--- src/rtl/conv_pkg.sv ---
`default_nettype none
// +----------------------------------------------------------------------------+
// | conv_pkg                                                                   |
// | Shared types and elaboration helpers for the convolution datapath blocks.  |
// | Rev 1.0 - initial release                                                  |
// +----------------------------------------------------------------------------+
package conv_pkg;

    typedef enum logic [1:0] {
        IDLE = 2'd0,
        RUN  = 2'd1,
        FIN  = 2'd2
    } agen_state_t;

    function automatic int clog2(input int n);
        int r;
        r = 0;
        while ((1 << r) < n) r++;
        return r;
    endfunction

    // Width needed to hold 0..n-1, never narrower than one bit.
    function automatic int width_of(input int n);
        return (clog2(n) < 1) ? 1 : clog2(n);
    endfunction

    function automatic int out_dim(input int img, input int k, input int stride, input int pad);
        return (img + 2 * pad - k) / stride + 1;
    endfunction

endpackage
`default_nettype wire

--- src/rtl/conv_wrap_counter.sv ---
`default_nettype none
// +----------------------------------------------------------------------------+
// | conv_wrap_counter                                                          |
// | Modulo-(MAX+1) counter with clear; wrap flags the increment from MAX.      |
// | Rev 1.0 - initial release                                                  |
// +----------------------------------------------------------------------------+
module conv_wrap_counter #(
    parameter int MAX = 1,
    parameter int W   = 1
) (
    input  logic         clk,
    input  logic         rst,
    input  logic         clr,
    input  logic         inc,
    output logic [W-1:0] value,
    output logic         wrap
);

    logic [W-1:0] r_value;

    assign wrap  = inc && (r_value == W'(MAX));
    assign value = r_value;

    always_ff @(posedge clk or posedge rst) begin
        if (rst) begin
            r_value <= '0;
        end else if (clr) begin
            r_value <= '0;
        end else if (inc) begin
            r_value <= wrap ? '0 : r_value + 1'b1;
        end
    end

endmodule
`default_nettype wire

--- src/rtl/conv_window_agen.sv ---
`default_nettype none
// +----------------------------------------------------------------------------+
// | conv_window_agen                                                           |
// | Sliding-window tap address generator with valid/ready output.              |
// | Define CONV_AGEN_PAD_EN for "same" zero-padding (adds the pad port).       |
// | Rev 1.0 - initial release                                                  |
// +----------------------------------------------------------------------------+
module conv_window_agen
    import conv_pkg::*;
#(
    parameter int IMG_W  = 4,
    parameter int IMG_H  = 4,
    parameter int K      = 3,
    parameter int STRIDE = 1,
    parameter int ADDR_W = 4,
    localparam int TAP_W = width_of(K * K)
) (
    input  logic              clk,
    input  logic              reset,
    input  logic              start,
    input  logic              addr_ready,
    output logic              addr_valid,
    output logic [ADDR_W-1:0] addr,
    output logic [TAP_W-1:0]  tap,
    output logic              win_first,
    output logic              win_last,
    output logic              frame_last,
    output logic              busy,
`ifdef CONV_AGEN_PAD_EN
    output logic              pad,
`endif
    output logic              done
);

`ifdef CONV_AGEN_PAD_EN
    localparam int c_pad = (K - 1) / 2;
`else
    localparam int c_pad = 0;
`endif
    localparam int c_out_w = out_dim(IMG_W, K, STRIDE, c_pad);
    localparam int c_out_h = out_dim(IMG_H, K, STRIDE, c_pad);
    localparam int c_kw    = width_of(K);
    localparam int c_ow    = width_of(c_out_w);
    localparam int c_oh    = width_of(c_out_h);

    agen_state_t r_state, w_state_nxt;
    logic            w_clr, w_xfer, w_run;
    logic [c_kw-1:0] w_kc, w_kr;
    logic [c_ow-1:0] w_ocol;
    logic [c_oh-1:0] w_orow;
    logic            w_wrap_kc, w_wrap_kr, w_wrap_ocol, w_wrap_orow;
    logic            w_tap_last, w_out;
    int              w_row, w_col, w_lin;

    assign w_run  = (r_state == RUN);
    assign w_xfer = w_run && addr_ready;

    // Cascade: each stage steps only when every inner stage wraps on a transfer.
    conv_wrap_counter #(.MAX(K - 1), .W(c_kw)) u_kc (
        .clk(clk), .rst(reset), .clr(w_clr), .inc(w_xfer),
        .value(w_kc), .wrap(w_wrap_kc));
    conv_wrap_counter #(.MAX(K - 1), .W(c_kw)) u_kr (
        .clk(clk), .rst(reset), .clr(w_clr), .inc(w_wrap_kc),
        .value(w_kr), .wrap(w_wrap_kr));
    conv_wrap_counter #(.MAX(c_out_w - 1), .W(c_ow)) u_ocol (
        .clk(clk), .rst(reset), .clr(w_clr), .inc(w_wrap_kr),
        .value(w_ocol), .wrap(w_wrap_ocol));
    conv_wrap_counter #(.MAX(c_out_h - 1), .W(c_oh)) u_orow (
        .clk(clk), .rst(reset), .clr(w_clr), .inc(w_wrap_ocol),
        .value(w_orow), .wrap(w_wrap_orow));

    always_ff @(posedge clk or posedge reset) begin
        if (reset) begin
            r_state <= IDLE;
        end else begin
            r_state <= w_state_nxt;
        end
    end

    always_comb begin
        w_state_nxt = r_state;
        w_clr       = 1'b0;
        case (r_state)
            IDLE: begin
                if (start) begin
                    w_state_nxt = RUN;
                    w_clr       = 1'b1;
                end
            end
            RUN:     if (w_wrap_orow) w_state_nxt = FIN;
            FIN:     w_state_nxt = IDLE;
            default: w_state_nxt = IDLE;
        endcase
    end

    // Only constant multiplies; padding shifts the window origin by -P.
    always_comb begin
        w_row = int'(w_orow) * STRIDE + int'(w_kr) - c_pad;
        w_col = int'(w_ocol) * STRIDE + int'(w_kc) - c_pad;
`ifdef CONV_AGEN_PAD_EN
        w_out = (w_row < 0) || (w_row >= IMG_H) || (w_col < 0) || (w_col >= IMG_W);
`else
        w_out = 1'b0;
`endif
        w_lin = w_out ? 0 : (w_row * IMG_W + w_col);
    end

    assign w_tap_last = (w_kr == c_kw'(K - 1)) && (w_kc == c_kw'(K - 1));

    assign addr_valid = w_run;
    assign busy       = w_run;
    assign done       = (r_state == FIN);
    assign addr       = ADDR_W'(w_lin);
    assign tap        = TAP_W'(int'(w_kr) * K + int'(w_kc));
    assign win_first  = w_run && (w_kr == '0) && (w_kc == '0);
    assign win_last   = w_run && w_tap_last;
    assign frame_last = w_run && w_tap_last
                        && (w_ocol == c_ow'(c_out_w - 1))
                        && (w_orow == c_oh'(c_out_h - 1));
`ifdef CONV_AGEN_PAD_EN
    assign pad        = w_run && w_out;
`endif

endmodule
`default_nettype wire

--- config.mk ---
export PLATFORM = sky130hd
export DESIGN_NAME = conv_window_agen
export DESIGN_NICKNAME = d
export VERILOG_FILES = /design/src/rtl/conv_pkg.sv /design/src/rtl/conv_wrap_counter.sv /design/src/rtl/conv_window_agen.sv
export SDC_FILE = /design/constraint.sdc
export NUM_CORES = 1
export LEC_CHECK = 0
export ABC_CLOCK_PERIOD_IN_PS = 2200
export CAP_MARGIN = 15
export CORE_MARGIN = 4
export CORE_UTILIZATION = 48
export CTS_BUF_LIST = sky130_fd_sc_hd__clkbuf_4
export CTS_CLUSTER_DIAMETER = 40
export DETAILED_ROUTE_END_ITERATION = 16
export GPL_ROUTABILITY_DRIVEN = 0
export GPL_TIMING_DRIVEN = 1
export PLACE_DENSITY = 0.81
export SKIP_LAST_GASP = 1
export SYNTH_ARGS = -nofsm -noshare
export SYNTH_HDL_FRONTEND = slang
export SYNTH_HIERARCHICAL = 1
export SYNTH_SLANG_ARGS = --single-unit
--- constraint.sdc ---
create_clock -name clk -period 2.2 [get_ports clk]
set_input_delay 0.33 -clock clk [delete_from_list [all_inputs] [get_ports clk]]
set_output_delay 0.33 -clock clk [all_outputs]
set_load 0.005 [all_outputs]
==> flow_summary_export.csv, run 1 <==
group,metric,value,unit
worst_setup_path,critPathBufInv,3,
yosys,library_cell_with_the_highest_instance_count_after_synthesis,"sky130_fd_sc_hd__inv_1",
drt,wl_per_cell,13.19,um
worst_setup_path,slowest_stage,"sky130_fd_sc_hd__fa_1",
final_layout,final_layout_size_suffix_gt1_share,21.11,%
yosys,synth_sequential_area_ratio,30.89,%
yosys,library_cell_with_the_largest_summed_area_after_synthesis,"sky130_fd_sc_hd__dfrtp_1",
timing,worst_slack,-163.3,ps
yosys,synth_async_sr_flop_share,100.0,%
timing,rsz0062_at_grt,"yes",
timing,timing_worst_slew_pin_value,482.0,ps
clock_network,cts_root_buffer,"sky130_fd_sc_hd__clkbuf_4",
drt,detail_route.wirelength,1372,um
global_route,first_global_vias,510,
status,violations,"negative setup slack",
clock_network,cts_htree_levels,1,
worst_setup_path,path_cells,"fa_1 -> ha_2 -> inv_1 -> fa_1 -> inv_1 -> buf_2",
timing,slew-limit-headroom,67.72,%
yosys,synthFlopType,"sky130_fd_sc_hd__dfrtp_1",
worst_setup_path,worst_path_dominant_cell_family,"adder cells",
timing,fin_crit_sh,107.4,%
yosys,synth_warnings,6,
final_layout,fin_cells,104,
place,post_dp_cell_area,858.3,sq um
timing,finalHoldViolations,0,
min_path,worst_hold_path_type,"in -> async",
drt,drt-vias-per-instance,5.096,
drt,drt_pass1_iterations,4,
clock_network,cts_tree,"done",
power,ir_drop,0.7373,mV
die,placeableCoreArea,1186,sq um
timing,finalSetupViolations,2,
timing,max_clock_freq,423.1,MHz
global_route,grt_first_pass_wirelength,2359,um
yosys,top_post_synthesis_cells_by_count,"sky130_fd_sc_hd__inv_1, sky130_fd_sc_hd__dfrtp_1, sky130_fd_sc_hd__ha_1",
worst_setup_path,slowest_delay,560,ps
clock_network,clkTransAtPathRegs,50,ps
yosys,synth.lib_cells_used.distinct,24,
drt,via_count,530,
yosys,post_synth.cell_area_avg,9.673,sq um
timing,fin_crit,2363,ps
die,initial_core_utilization,54.64,%
place,post-place-ws,-247.0,ps
place,place.detailed.instances,101,
yosys,synth_enable_flop_cells,0,
final_layout,fin_nets,105,
timing,fin_setup_tns,-296.9,ps
clock_network,postCtsHoldBufs,0,
worst_setup_path,startpoint_type,"register",
power,powerDensity,1184,nW/um^2
yosys,syn-cell-area,648.1,sq um
clock_network,cts.path.max_buffers,2,
die,std_cell_rows,12,
yosys,yosysTopAreaCellShare,30.89,%
yosys,ys_seq_elements,8,
worst_setup_path,worstPathArrival,2030,ps
worst_setup_path,timing.setup.critical_path_class,"reg -> out",
power,p_leak,0.0004626,uW
final_layout,final_area,889.6,sq um
clock_network,clock-sinks,8,
worst_setup_path,end_kind,"output pin",
status,run_status,"finished, violations left",
die,dieWidth,44.75,um
yosys,synth.top_cells.by_area,"sky130_fd_sc_hd__dfrtp_1, sky130_fd_sc_hd__ha_1, sky130_fd_sc_hd__inv_1, sky130_fd_sc_hd__fa_1, sky130_fd_sc_hd__xnor2_1",
run,maxCapViolations,0,
global_route,grt_total_ovfl,0,
final_layout,num_antenna_cells,0,
clock_network,post-cts-setup-buffers,0,
yosys,synth_fp_nets,80,
timing,drv_slew,0,
worst_setup_path,worst-path-max-fanout,2,
drt,drt_iter0_drc,13,
place,place.detailed.hpwl,1126,um
global_route,grt_util_overall,17.10,%
die,die_height,44.75,um
final_layout,fill_cells,98,
place,buffer_ports.inserted,17,
clock_network,tritoncts.num_buffers,3,
clock_network,clock_latency,250,ps
final_layout,flow.area_growth_from_synthesis,37.26,%
die,io_pins,18,
global_route,antenna_violations_before_repair,0,
drt,antenna_violating_nets_left,0,
die,die-area,2002,sq um
worst_setup_path,worst_ep_required_time,1870,ps
global_route,maximum_number_of_pins_on_one_net_before_global_route_repair,9,
yosys,netlist_instances,67,
timing,setup_skew,2.848,ps
drt,drc,0,
[registers in the layout (all words and copies together) (netlist names)]
register      count
r_state           2
u_kc/value        2
u_ocol/value      1
u_kr/value        2
u_orow/value      1
[what timing repair did]
item                       4_1_cts  5_1_grt
setup endpoints to repair        5        6
resized for setup               10        4
pin swaps                        2        0
gates cloned                     0        0
[power breakdown]
| part | leakage (uW) | total (uW) | internal, uW | switching [uW] |
|---|---|---|---|---|
| Clock | 0.0000138 | 106 | 62.0 | 44.0 |
| Combinational | 0.000349 | 708 | 396 | 313 |
| Sequential | 0.000100 | 239 | 196 | 43.1 |
| Total | 0.000463 | 1050 | 653 | 400 |
[logic make-up after synthesis]
family | Yosys count | synth area share, %
simple gates | 27 | 30.30
buf+inv | 13 | 8.108
fa+ha+maj | 9 | 19.69
flops | 8 | 30.89
compound gates | 5 | 4.248
xor+xnor | 5 | 6.758
[final timing paths]
path / start / cells past startpoint / end / slack (ps)
worst max register to register: r_state[1] / 10 / r_state[0] / 320
min in group clk: u_orow/value / 2 / u_orow/value / 600
worst min-delay path: reset / 2 / u_orow/value / 340
max in group asynchronous: reset / 2 / r_state[0] / 1700
worst min register to register: u_orow/value / 2 / u_orow/value / 600
worst max-delay path: u_kr/value[1] / 6 / tap[2] / -160
[layer usage]
metal  share of wire [%]  vias to the layer above  global-route usage, %
met5                   0                        -                      0
met4                 1.7                        0                  10.84
met3                 5.0                        4                  2.390
met2                  52                       20                  30.09
met1                  41                      246                  19.06
li1                    -                      260                      -
[cell type report]
type | count | area [sq um] | share of cell area [%]
clock buffer | 3 | 22.52 | 2.532
tap | 14 | 17.52 | 1.969
inverter | 12 | 45.04 | 5.063
timing repair buffer | 21 | 201.4 | 22.64
multi-input combinational | 46 | 402.9 | 45.29
sequential | 8 | 200.2 | 22.50
[layout by cell type, fill, tap and decap left out, types with 2 or more instances in the layout]
cell and instances:
sky130_fd_sc_hd__fa_1 2, sky130_fd_sc_hd__clkdlybuf4s50_1 10, sky130_fd_sc_hd__nand2b_1 4, sky130_fd_sc_hd__dlygate4sd2_1 2
sky130_fd_sc_hd__and2_2 2, sky130_fd_sc_hd__xnor2_1 3, sky130_fd_sc_hd__or3b_1 2, sky130_fd_sc_hd__dlymetal6s2s_1 3
sky130_fd_sc_hd__buf_4 4, sky130_fd_sc_hd__xor2_1 2, sky130_fd_sc_hd__nand3b_1 2, sky130_fd_sc_hd__dfrtp_1 8
sky130_fd_sc_hd__nor2_1 4, sky130_fd_sc_hd__ha_1 6, sky130_fd_sc_hd__and2_1 2, sky130_fd_sc_hd__nand2_1 4
sky130_fd_sc_hd__inv_1 11, sky130_fd_sc_hd__clkbuf_4 3, sky130_fd_sc_hd__a21oi_1 4
[stage by stage]
stage	power, uW	hold slack (ps)	utilization [%]
after global placement	966.9	581.1	72.36
after floorplan	572.3	58.71	-
after global routing	1164	353.4	75.00
final	1053	338.3	75.00
after detailed placement	997.6	585.9	72.36
after CTS	1079	333.9	73.95
No activity file was read; power rests on OpenSTA's default activity.
==> inputs of run 2 (changes only) <==
Settings changed: CORE_MARGIN 4 to 8, CORE_UTILIZATION 48 to 50, DONT_BUFFER_PORTS from default to 1, PLACE_DENSITY 0.81 to 0.66.
==> run 2 against run 1 <==
Net effect:
- the run still ends with negative setup slack left
- die area is 35% higher
- clock-buffer cell count is the same
- total power down 22%
- combinational power shrank 33%
- core utilization shrank 17 points
- clock skew decreased by 0.72 ps
- critical path depth decreased by 1
- worst setup slack improved by 120 ps
- global-route usage shrank 5.9 points
- critical path type unchanged
- critical endpoint unchanged
==> flow_summary_export.csv, run 2 (synthesis gave the netlist of run 1 again) <==
group,metric,value,unit
status,run_status,"finished, violations left",
status,violations,"negative setup slack",
drt,drt-vias-per-instance,5.517,
worst_setup_path,worst-path-max-fanout,2,
clock_network,post-cts-setup-buffers,0,
timing,timing_worst_slew_pin_value,492.9,ps
timing,finalSetupViolations,1,
drt,drc,0,
global_route,grt_total_ovfl,0,
die,dieWidth,52.01,um
worst_setup_path,path_cells,"fa_1 -> ha_1 -> inv_1 -> fa_1 -> inv_1",
timing,fin_crit_sh,101.8,%
power,design_power_total,822.4,uW
worst_setup_path,worst_ep_required_time,1870,ps
clock_network,tritoncts.num_buffers,3,
clock_network,cts_tree,"done",
power,p_leak,0.0003568,uW
min_path,hold_end,"u_orow/value",
drt,wl_per_cell,15.21,um
min_path,hold_path_depth,2,
worst_setup_path,worstPathArrival,1910,ps
worst_setup_path,endpoint_of_the_most_critical_register_to_register_path,"r_state[0]",
final_layout,fin_nets,89,
final_layout,num_antenna_cells,0,
timing,fin_setup_tns,-40.69,ps
die,placeableCoreArea,1252,sq um
final_layout,final_common_cell,"sky130_fd_sc_hd__inv_1",
global_route,first_global_vias,516,
timing,max_clock_freq,446.3,MHz
clock_network,total_of_cells_resized_after_clock_tree_synthesis,0,
final_layout,final_layout_size_suffix_gt1_share,20.27,%
timing,worst_slack,-40.69,ps
clock_network,cts_htree_levels,1,
worst_setup_path,end_kind,"output pin",
die,die-area,2705,sq um
min_path,worst_hold_path_type,"in -> reg",
global_route,antenna_violations_before_repair,0,
clock_network,clkTransAtPathRegs,50,ps
die,die_height,52.01,um
worst_setup_path,critical_path_start,"u_kc/value[1]",
timing,drv_slew,0,
die,io_pins,18,
drt,detail_route.wirelength,1354,um
clock_network,cts_root_buffer,"sky130_fd_sc_hd__clkbuf_4",
global_route,maximum_number_of_pins_on_one_net_before_global_route_repair,9,
worst_setup_path,slowest_delay,550,ps
timing,fin_crit,2241,ps
power,powerDensity,1139,nW/um^2
timing,rsz0062_at_grt,"yes",
global_route,grt_first_pass_wirelength,2283,um
die,initial_core_utilization,51.75,%
worst_setup_path,timing.setup.critical_path_class,"reg -> out",
timing,setup_skew,2.129,ps
timing,finalHoldViolations,0,
global_route,grt_util_overall,11.22,%
drt,drt_pass1_iterations,4,
place,place.detailed.instances,85,
final_layout,fill_cells,120,
die,std_cell_rows,13,
final_layout,layout_common_cells,"sky130_fd_sc_hd__inv_1, sky130_fd_sc_hd__dfrtp_1, sky130_fd_sc_hd__ha_1",
worst_setup_path,rr_worst_depth,10,
power,ir_drop,0.5529,mV
run,maxCapViolations,0,
final_layout,fin_cells,89,
timing,slew-limit-headroom,67.00,%
place,post-place-ws,205.0,ps
worst_setup_path,slowest_stage,"sky130_fd_sc_hd__fa_1",
place,buffer_ports.inserted,0,
drt,via_count,491,
min_path,holdCritStartpoint,"start",
clock_network,clock_latency,250,ps
clock_network,clock-sinks,8,
worst_setup_path,rr_startpoint,"r_state[1]",
drt,antenna_violating_nets_left,0,
worst_setup_path,r2r_slack,150,ps
worst_setup_path,startpoint_type,"register",
drt,drt_iter0_drc,5,
final_layout,flow.area_growth_from_synthesis,11.39,%
place,place.detailed.hpwl,1070,um
clock_network,cts.path.max_buffers,2,
run 2: worst max-delay path by stage:
stage / slack, ps / endpoint / depth (start not counted)
final: -40 / tap[2] / 5
after global placement: 260 / tap[2] / 5
after floorplan: 190 / tap[2] / 5
after global routing: -100 / tap[2] / 5
after detailed placement: 210 / tap[2] / 5
after CTS: -60 / tap[2] / 5
run 2: power breakdown:
group          internal, uW  switching (uW)  total [uW]
registers               196            44.8         240
clock network          62.3            48.3         111
logic                   205             266         471
total                   463             359         822
run 2: area by class of cell:
class	count	area [sq um]	share of cell area [%]
Tap cell	15	18.77	2.600
Timing Repair Buffer	5	40.04	5.546
Inverter	12	45.04	6.239
Clock buffer	3	22.52	3.120
Multi-Input combinational cell	46	395.4	54.77
Sequential cell	8	200.2	27.73
run 2: what timing repair did:
action / in CTS / in global routing
pin swaps: 1 / 1
hold buffers: 1 / 0
setup endpoints to repair: 1 / 2
hold endpoints to repair: 8 / 0
run 2: layer usage:
metal / wire [um] / global-route usage (%)
met4: 5 / 5.310
met3: 55 / 2.849
met2: 785 / 21.40
met1: 508 / 10.76
met5: 0 / 0
run 2: critical path, delay by kind of cell (launching register included):
family,cells,cell delay (ps)
adders and majority gates,3,1170
DFF,1,390
buffers and inverters,2,100
run 2: stage by stage:
stage               cell area (sq um)  hold WS, ps  utilization, %
floorplan                       648.1        58.71               -
global placement                689.4        60.79           55.05
detailed placement              689.4        62.16           55.05
CTS                             721.9        407.8           57.64
global route                    721.9        407.8           57.64
finish                          721.9        419.2           57.64
